### src/rtl/boot_seq_pkg.sv
// rtl/boot_seq_pkg.sv - state encoding and default boot vectors for boot_seq_ctrl
package boot_seq_pkg;

    typedef enum logic [2:0] {
        ST_IDLE       = 3'd0,
        ST_STABLE     = 3'd1,
        ST_RELEASE    = 3'd2,
        ST_FETCH_WAIT = 3'd3,
        ST_RUN        = 3'd4
    } boot_state_t;

    localparam logic [31:0] DEFAULT_BOOT_ADDR_A = 32'h1A00_0000;
    localparam logic [31:0] DEFAULT_BOOT_ADDR_B = 32'h0000_0000;

    function automatic int max2(input int a, input int b);
        return (a > b) ? a : b;
    endfunction

endpackage

### src/rtl/boot_seq_sync.sv
// rtl/boot_seq_sync.sv - multi-flop synchroniser for a single asynchronous level
module boot_seq_sync #(
    parameter int STAGES = 2
) (
    input  logic clk,
    input  logic reset,
    input  logic d,
    output logic q
);

    logic [STAGES-1:0] sync_q;

    always_ff @(posedge clk) begin
        if (reset) begin
            sync_q <= '0;
        end else begin
            sync_q <= (sync_q << 1) | STAGES'(d);
        end
    end

    assign q = sync_q[STAGES-1];

endmodule

### src/rtl/boot_seq_ctrl.sv
// rtl/boot_seq_ctrl.sv - PLL-lock gated staged reset release and core fetch enable
// Optional watchdog in RUN compiled in with BOOT_SEQ_WDT_EN.
module boot_seq_ctrl
    import boot_seq_pkg::*;
#(
    parameter int          NUM_DOMAINS        = 3,
    parameter int          LOCK_STABLE_CYCLES = 16,
    parameter int          STAGE_DELAY_CYCLES = 8,
    parameter logic [31:0] BOOT_ADDR_A        = DEFAULT_BOOT_ADDR_A,
    parameter logic [31:0] BOOT_ADDR_B        = DEFAULT_BOOT_ADDR_B,
    parameter int          WDT_CYCLES         = 65536
) (
    input  logic                   clk_sys,
    input  logic                   reset,
    input  logic                   pll_locked,
    input  logic                   boot_sel,
    input  logic                   sw_reset_req,
    input  logic                   wdt_kick,
    output logic [NUM_DOMAINS-1:0] domain_rst_n,
    output logic                   fetch_enable,
    output logic [31:0]            boot_addr,
    output logic [2:0]             state_o,
    output logic                   lock_lost,
    output logic                   wdt_fired
);

    localparam int CNT_MAX = max2(LOCK_STABLE_CYCLES, STAGE_DELAY_CYCLES);
    localparam int CNT_W   = $clog2(CNT_MAX + 1);
    localparam logic [CNT_W-1:0] LOCK_LAST  = CNT_W'(LOCK_STABLE_CYCLES - 1);
    localparam logic [CNT_W-1:0] STAGE_LAST = CNT_W'(STAGE_DELAY_CYCLES - 1);

    boot_state_t             state;
    logic [CNT_W-1:0]        cnt;
    logic                    locked_s;
    logic [NUM_DOMAINS-1:0]  dom_next;

    boot_seq_sync #(.STAGES(2)) u_lock_sync (
        .clk   (clk_sys),
        .reset (reset),
        .d     (pll_locked),
        .q     (locked_s)
    );

    // Next release pattern: one more low-index domain out of reset.
    assign dom_next = (domain_rst_n << 1) | NUM_DOMAINS'(1);
    assign state_o  = state;

`ifdef BOOT_SEQ_WDT_EN
    localparam int WDT_W = $clog2(WDT_CYCLES + 1);
    localparam logic [WDT_W-1:0] WDT_LAST = WDT_W'(WDT_CYCLES - 1);
    logic [WDT_W-1:0] wdt_cnt;
`else
    logic unused_wdt;
    assign unused_wdt = wdt_kick ^ WDT_CYCLES[0];
    assign wdt_fired  = 1'b0;
`endif

    always_ff @(posedge clk_sys) begin
        if (reset) begin
            state        <= ST_IDLE;
            cnt          <= '0;
            domain_rst_n <= '0;
            fetch_enable <= 1'b0;
            boot_addr    <= BOOT_ADDR_A;
            lock_lost    <= 1'b0;
`ifdef BOOT_SEQ_WDT_EN
            wdt_cnt      <= '0;
            wdt_fired    <= 1'b0;
`endif
        end else begin
`ifdef BOOT_SEQ_WDT_EN
            wdt_cnt <= '0;
`endif
            case (state)
                ST_IDLE: begin
                    cnt <= '0;
                    if (locked_s) state <= ST_STABLE;
                end
                ST_STABLE: begin
                    if (!locked_s) begin
                        state <= ST_IDLE;
                        cnt   <= '0;
                    end else if (cnt == LOCK_LAST) begin
                        state     <= ST_RELEASE;
                        cnt       <= '0;
                        boot_addr <= boot_sel ? BOOT_ADDR_B : BOOT_ADDR_A;
                    end else begin
                        cnt <= cnt + CNT_W'(1);
                    end
                end
                ST_RELEASE, ST_FETCH_WAIT: begin
                    if (!locked_s) begin
                        state        <= ST_IDLE;
                        cnt          <= '0;
                        domain_rst_n <= '0;
                        fetch_enable <= 1'b0;
                        lock_lost    <= 1'b1;
                    end else if (cnt != STAGE_LAST) begin
                        cnt <= cnt + CNT_W'(1);
                    end else if (state == ST_RELEASE) begin
                        cnt          <= '0;
                        domain_rst_n <= dom_next;
                        if (&dom_next) state <= ST_FETCH_WAIT;
                    end else begin
                        cnt          <= '0;
                        state        <= ST_RUN;
                        fetch_enable <= 1'b1;
                    end
                end
                ST_RUN: begin
                    // Lock loss takes priority over a coincident software request.
                    if (!locked_s) begin
                        state        <= ST_IDLE;
                        domain_rst_n <= '0;
                        fetch_enable <= 1'b0;
                        lock_lost    <= 1'b1;
                    end else if (sw_reset_req) begin
                        state        <= ST_IDLE;
                        domain_rst_n <= '0;
                        fetch_enable <= 1'b0;
                    end
`ifdef BOOT_SEQ_WDT_EN
                    else if (!wdt_kick && wdt_cnt == WDT_LAST) begin
                        state        <= ST_IDLE;
                        domain_rst_n <= '0;
                        fetch_enable <= 1'b0;
                        wdt_fired    <= 1'b1;
                    end else if (!wdt_kick) begin
                        wdt_cnt <= wdt_cnt + WDT_W'(1);
                    end
`endif
                end
                default: begin
                    state        <= ST_IDLE;
                    cnt          <= '0;
                    domain_rst_n <= '0;
                    fetch_enable <= 1'b0;
                end
            endcase
        end
    end

endmodule

### config.mk
export PLATFORM = sky130hd
export DESIGN_NAME = boot_seq_ctrl
export DESIGN_NICKNAME = d
export VERILOG_FILES = /design/src/rtl/boot_seq_pkg.sv /design/src/rtl/boot_seq_sync.sv /design/src/rtl/boot_seq_ctrl.sv
export SDC_FILE = /design/constraint.sdc
export NUM_CORES = 1
export LEC_CHECK = 0
export BUFFER_PORTS_ARGS = -buffer_cell sky130_fd_sc_hd__buf_2
export CAP_MARGIN = 25
export CELL_PAD_IN_SITES_DETAIL_PLACEMENT = 1
export CELL_PAD_IN_SITES_GLOBAL_PLACEMENT = 1
export CORE_MARGIN = 2
export CORE_UTILIZATION = 35
export CTS_CLUSTER_SIZE = 10
export DETAILED_ROUTE_END_ITERATION = 16
export PLACE_DENSITY_LB_ADDON = 0.1
export SLEW_MARGIN = 20
export SYNTH_ARGS = -nofsm -noshare
export SYNTH_HDL_FRONTEND = slang
export SYNTH_SLANG_ARGS = --single-unit
### constraint.sdc
create_clock -name clk_sys -period 4 [get_ports clk_sys]
set_input_delay 0.4 -clock clk_sys [delete_from_list [all_inputs] [get_ports clk_sys]]
set_output_delay 0.4 -clock clk_sys [all_outputs]
set_load 0.005 [all_outputs]
==> out/results.env <==
GRT_ANTENNA_BEFORE_REPAIR=0
NETLIST_INSTANCES=127
CPPEAKSTAGEDELAY_PS=400
FINISH_STAGE_SETUP_VIOLS=0
GRT.OVERFLOW.TOTAL=0
HTREE_LEVELS=1
POST-SYNTH-TOP-AREA-FRACTION_PCT=30.30
FIN_NETS=148
PER_CELL_VIA_COUNT_IN_THE_ROUTED_DESIGN=4.757
STARTPOINT='cnt[0]$_SDFFE_PP0P_'
CTS_TREE='yes'
FINAL_LAYOUT_SIZE_SUFFIX_GT1_SHARE_PCT=18.84
WORST-PATH-MAX-FANOUT=4
PLACE.GP.CONGESTION=0.7099
WORST-R2R-CELL-COUNT=7
NETLIST.TOP_CELL.BY_AREA='dfxtp_1'
POWER.DENSITY_CELL_AREA_mW_PER_MM2=272.7
VDD_IR_DROP_MAX_mV=0.1957
POST-ROUTE-DRC-COUNT=2
TOTAL_POWER_mW=0.2873
DR_TOTAL_VIAS=804
GR-USAGE-ALL-LAYERS_PCT=12.55
CRITICAL_PATH_SINK='boot_addr[27]$_SDFFE_PP1P_'
WORST_PATH_ARRIVAL_TIME_PS=2000
SYNTHDISTINCTLIBCELLS=35
SW_FRAC_OF_TOTAL_PCT=23.64
NUM_IO_PINS=47
YS.FLOP_TYPE='dfxtp_1'
WORST-PATH-STAGES=7
DP.CELLS=165
CTS_REPAIR_RESIZE_COUNT=0
PART_OF_THE_POWER_IN_COMBINATIONAL_LOGIC_PCT=5.5
ROW_COUNT=19
DESIGN.CORE.AREA_MM2=0.002805
WORST_SETUP_MARGIN_PS=2191
CTS.SINK_COUNT=16
FILLER_FREE_CELL_COUNT_OF_THE_FINISHED_DESIGN=169
R2R-START='cnt[0]$_SDFFE_PP0P_'
FP.DIEH_UM=58.96
FINALHOLDVIOLCOUNT=0
POST_SYNTH_MOST_FREQUENT_CELLS='buf_4, dfxtp_1, nor2_1'
MIN_PERIOD_PS=1809
CRITICAL_PATH_BUF_INV_COUNT=1
ASYNC_SR_FLOP_FRACTION_PCT=0
POWER_FRAC_SEQ_PCT=56.4
POSTCTSSETUPBUFFERS=0
SYNTH_ENABLE_FLOP_CELLS=0
MAX-CLOCK-PATH-BUFFERS=2
MAX-CAP-VIOLATIONS=0
FINALCLOCKSKEW_PS=7.011
TIMING.CRITICAL_PATH.MODE_CELL='ha_1'
SETUP.REG_TO_REG.WORST_SLACK_PS=2190
HOLD_SLACK_PS=330.5
DR.FIRST_ITER.DRC_COUNT=19
BUSIEST_LAYER='met2'
STATIC-LEAKAGE-POWER_nW=0.4466
USE_MET1_PCT=16.15
DPL-INSTANCE-AREA_MM2=0.001017
MIN_PATH_CELLS=2
ANT_NETS=0
PATH_DELAY_FAMILY='simple AND/OR/NAND/NOR gates'
AVG_WL_PER_CELL_UM=12.43
DRTPASS1ITERATIONS=10
MIN_PATH_TYPE='primary input to flip-flop'
CRITICAL_PATH_CLASS='flip-flop to flip-flop'
P_SWITCHING_mW=0.06791
POSTSYNTHREGISTERBITS=16
HP-START='pll_locked'
WORST_PATH_CELL_TRACE='ha_1 -> nand3_1 -> inv_1 -> ha_1 -> nor2b_1 -> nand4b_1 -> a211o_1'
STATUS='complete, but fails checks'
GRT_MAX_DEGREE=19
FAILED_CHECKS='design-rule violations'
WORST_PATH_MAX_DELAY_CELL='dfxtp_1'
DIE_WIDTH_UM=58.96
PRECTSSETUPSLACK_PS=2185
POST_SYNTH.CELL_AREA_AVG_UM2=8.325
FINALCRITPERIODSHARE_PCT=45.22
ANT_DIODES=0
GLOBALROUTEMET3UTIL_PCT=4.615
CTSHOLDBUFFERS=0
NUMBER_OF_SYNTHESIS_WARNINGS=0
CLOCK_POWER_SHARE_PCT=38.1
TOTALWIRELENGTH_MM=2.100
SLEW_VIOLATIONS=0
TIMING.RR.END='boot_addr[27]$_SDFFE_PP1P_'
FLOORPLAN.DIE_AREA_MM2=0.003476
CLK-INSERTION-DELAY-LATE_PS=290
SYNTH.TOP_CELLS.BY_AREA='dfxtp_1, buf_4, a21oi_1'
SETUP-TNS-FINAL_PS=0
FMAXACHIEVABLE_MHz=552.9
RELATIVE_MAX_TRANSITION_MARGIN_PCT=55.83
NETLIST_AREA_MM2=0.001057
CELL_INTERNAL_PWR_mW=0.2193
SEQ_AREA_FRAC_SYNTH_PCT=30.30
SETUP.WORST_PATH.END_CLASS='flip-flop'
WORST_EP_REQUIRED_TIME_PS=4190
AREA_GROWTH_SYN_TO_LAYOUT_PCT=-0.3551
TIMING.CRITICAL_PATH.FROM_TYPE='flip-flop'
FINAL_CORE_UTILIZATION_PCT=37.56
GRT_PASS1_WL_MM=3.291
CLOCKROOTBUFFER='clkbuf_4'
WORSTMARGINPINSLEW_PS=661.1
HPWL_MM=1.583
INITIAL_CORE_UTIL_PCT=37.69
POST-ROUTE-CELL-AREA_MM2=0.001054
CTS_MADE_BUFFERS=3
VIA_COUNT_OF_THE_FIRST_GLOBAL_ROUTING_PASS=727
MET2_USAGE_PCT=20.48
RSZ_0062_RAISED_AFTER_GLOBAL_ROUTING='no'
YOSYS.CELL_COUNT.TOP_TYPE='buf_4'
PORTBUFFERS=15
WORST_SETUP_HOLD_PATH_CLK_SLEW_PS=100
[routing by layer]
metal	up-vias	routed length, µm
met3	2	91
met1	390	960
met5	-	0
li1	390	-
met2	22	1035
met4	0	13
[worst reg2reg max path, delay by kind of cell, from the launching register on]
kind / cells / cell delay [ps]
buf+inv: 1 / 80
flops: 1 / 400
simple gates: 3 / 510
compound gates: 1 / 310
fa+ha+maj: 2 / 410
[kinds of logic after synthesis]
| family | count (synthesis) | share of synthesized area [%] |
|---|---|---|
| buf+inv | 41 | 26.27 |
| compound gates | 22 | 14.68 |
| simple gates | 43 | 24.03 |
| xor+xnor | 1 | 0.8286 |
| fa+ha+maj | 3 | 3.551 |
| flops | 16 | 30.30 |
| other cells | 1 | 0.3547 |
[power groups by stage]
stage / sequential [mW] / clock [mW] / combinational (mW)
global placement: 0.166 / 0 / 0.0150
detailed placement: 0.166 / 0 / 0.0154
floorplan: 0.165 / 0 / 0.0340
CTS: 0.162 / 0.116 / 0.0153
finish: 0.162 / 0.110 / 0.0158
global route: 0.162 / 0.122 / 0.0187
[worst min-delay path by stage]
| stage | endpoint |
|---|---|
| floorplan | u_lock_sync.sync_q[1]$_SDFF_PP0_ |
| global placement | u_lock_sync.sync_q[1]$_SDFF_PP0_ |
| detailed placement | u_lock_sync.sync_q[1]$_SDFF_PP0_ |
| CTS | u_lock_sync.sync_q[0]$_SDFF_PP0_ |
| global route | u_lock_sync.sync_q[0]$_SDFF_PP0_ |
| finish | u_lock_sync.sync_q[0]$_SDFF_PP0_ |
[placed cells by master, fill, tap and decap left out, drive strengths merged]
master	instances
a21oi	9
nand2	5
and4bb	1
xor2	1
or3b	2
conb	30
o31ai	1
o21ba	1
nand3	2
o22ai	4
buf	15
a2111oi	1
inv	4
or3	1
nor3	5
dfxtp	16
a211o	1
nor3b	2
and3b	1
ha	3
nor2	10
nand4b	1
nor4	1
nand3b	1
a22oi	1
o211ai	1
clkbuf	4
o32ai	1
nand2b	6
o21ai	2
nor2b	5
[flip-flops by register name, summed over array words and instances, names as in the netlist]
signal              flops
boot_addr               1
cnt                     5
domain_rst_n            3
fetch_enable            1
lock_lost               1
state_o                 3
u_lock_sync.sync_q      2
[area by class of cell]
type | instances | area (µm²)
clock buffers | 4 | 36.28
multi-input cells | 99 | 568.0
fillers | 361 | 1752
well taps | 31 | 38.79
inverters | 4 | 15.01
flip-flops and latches | 16 | 320.3
repair buffers | 15 | 75.07
Power figures use the tool's default switching activity.
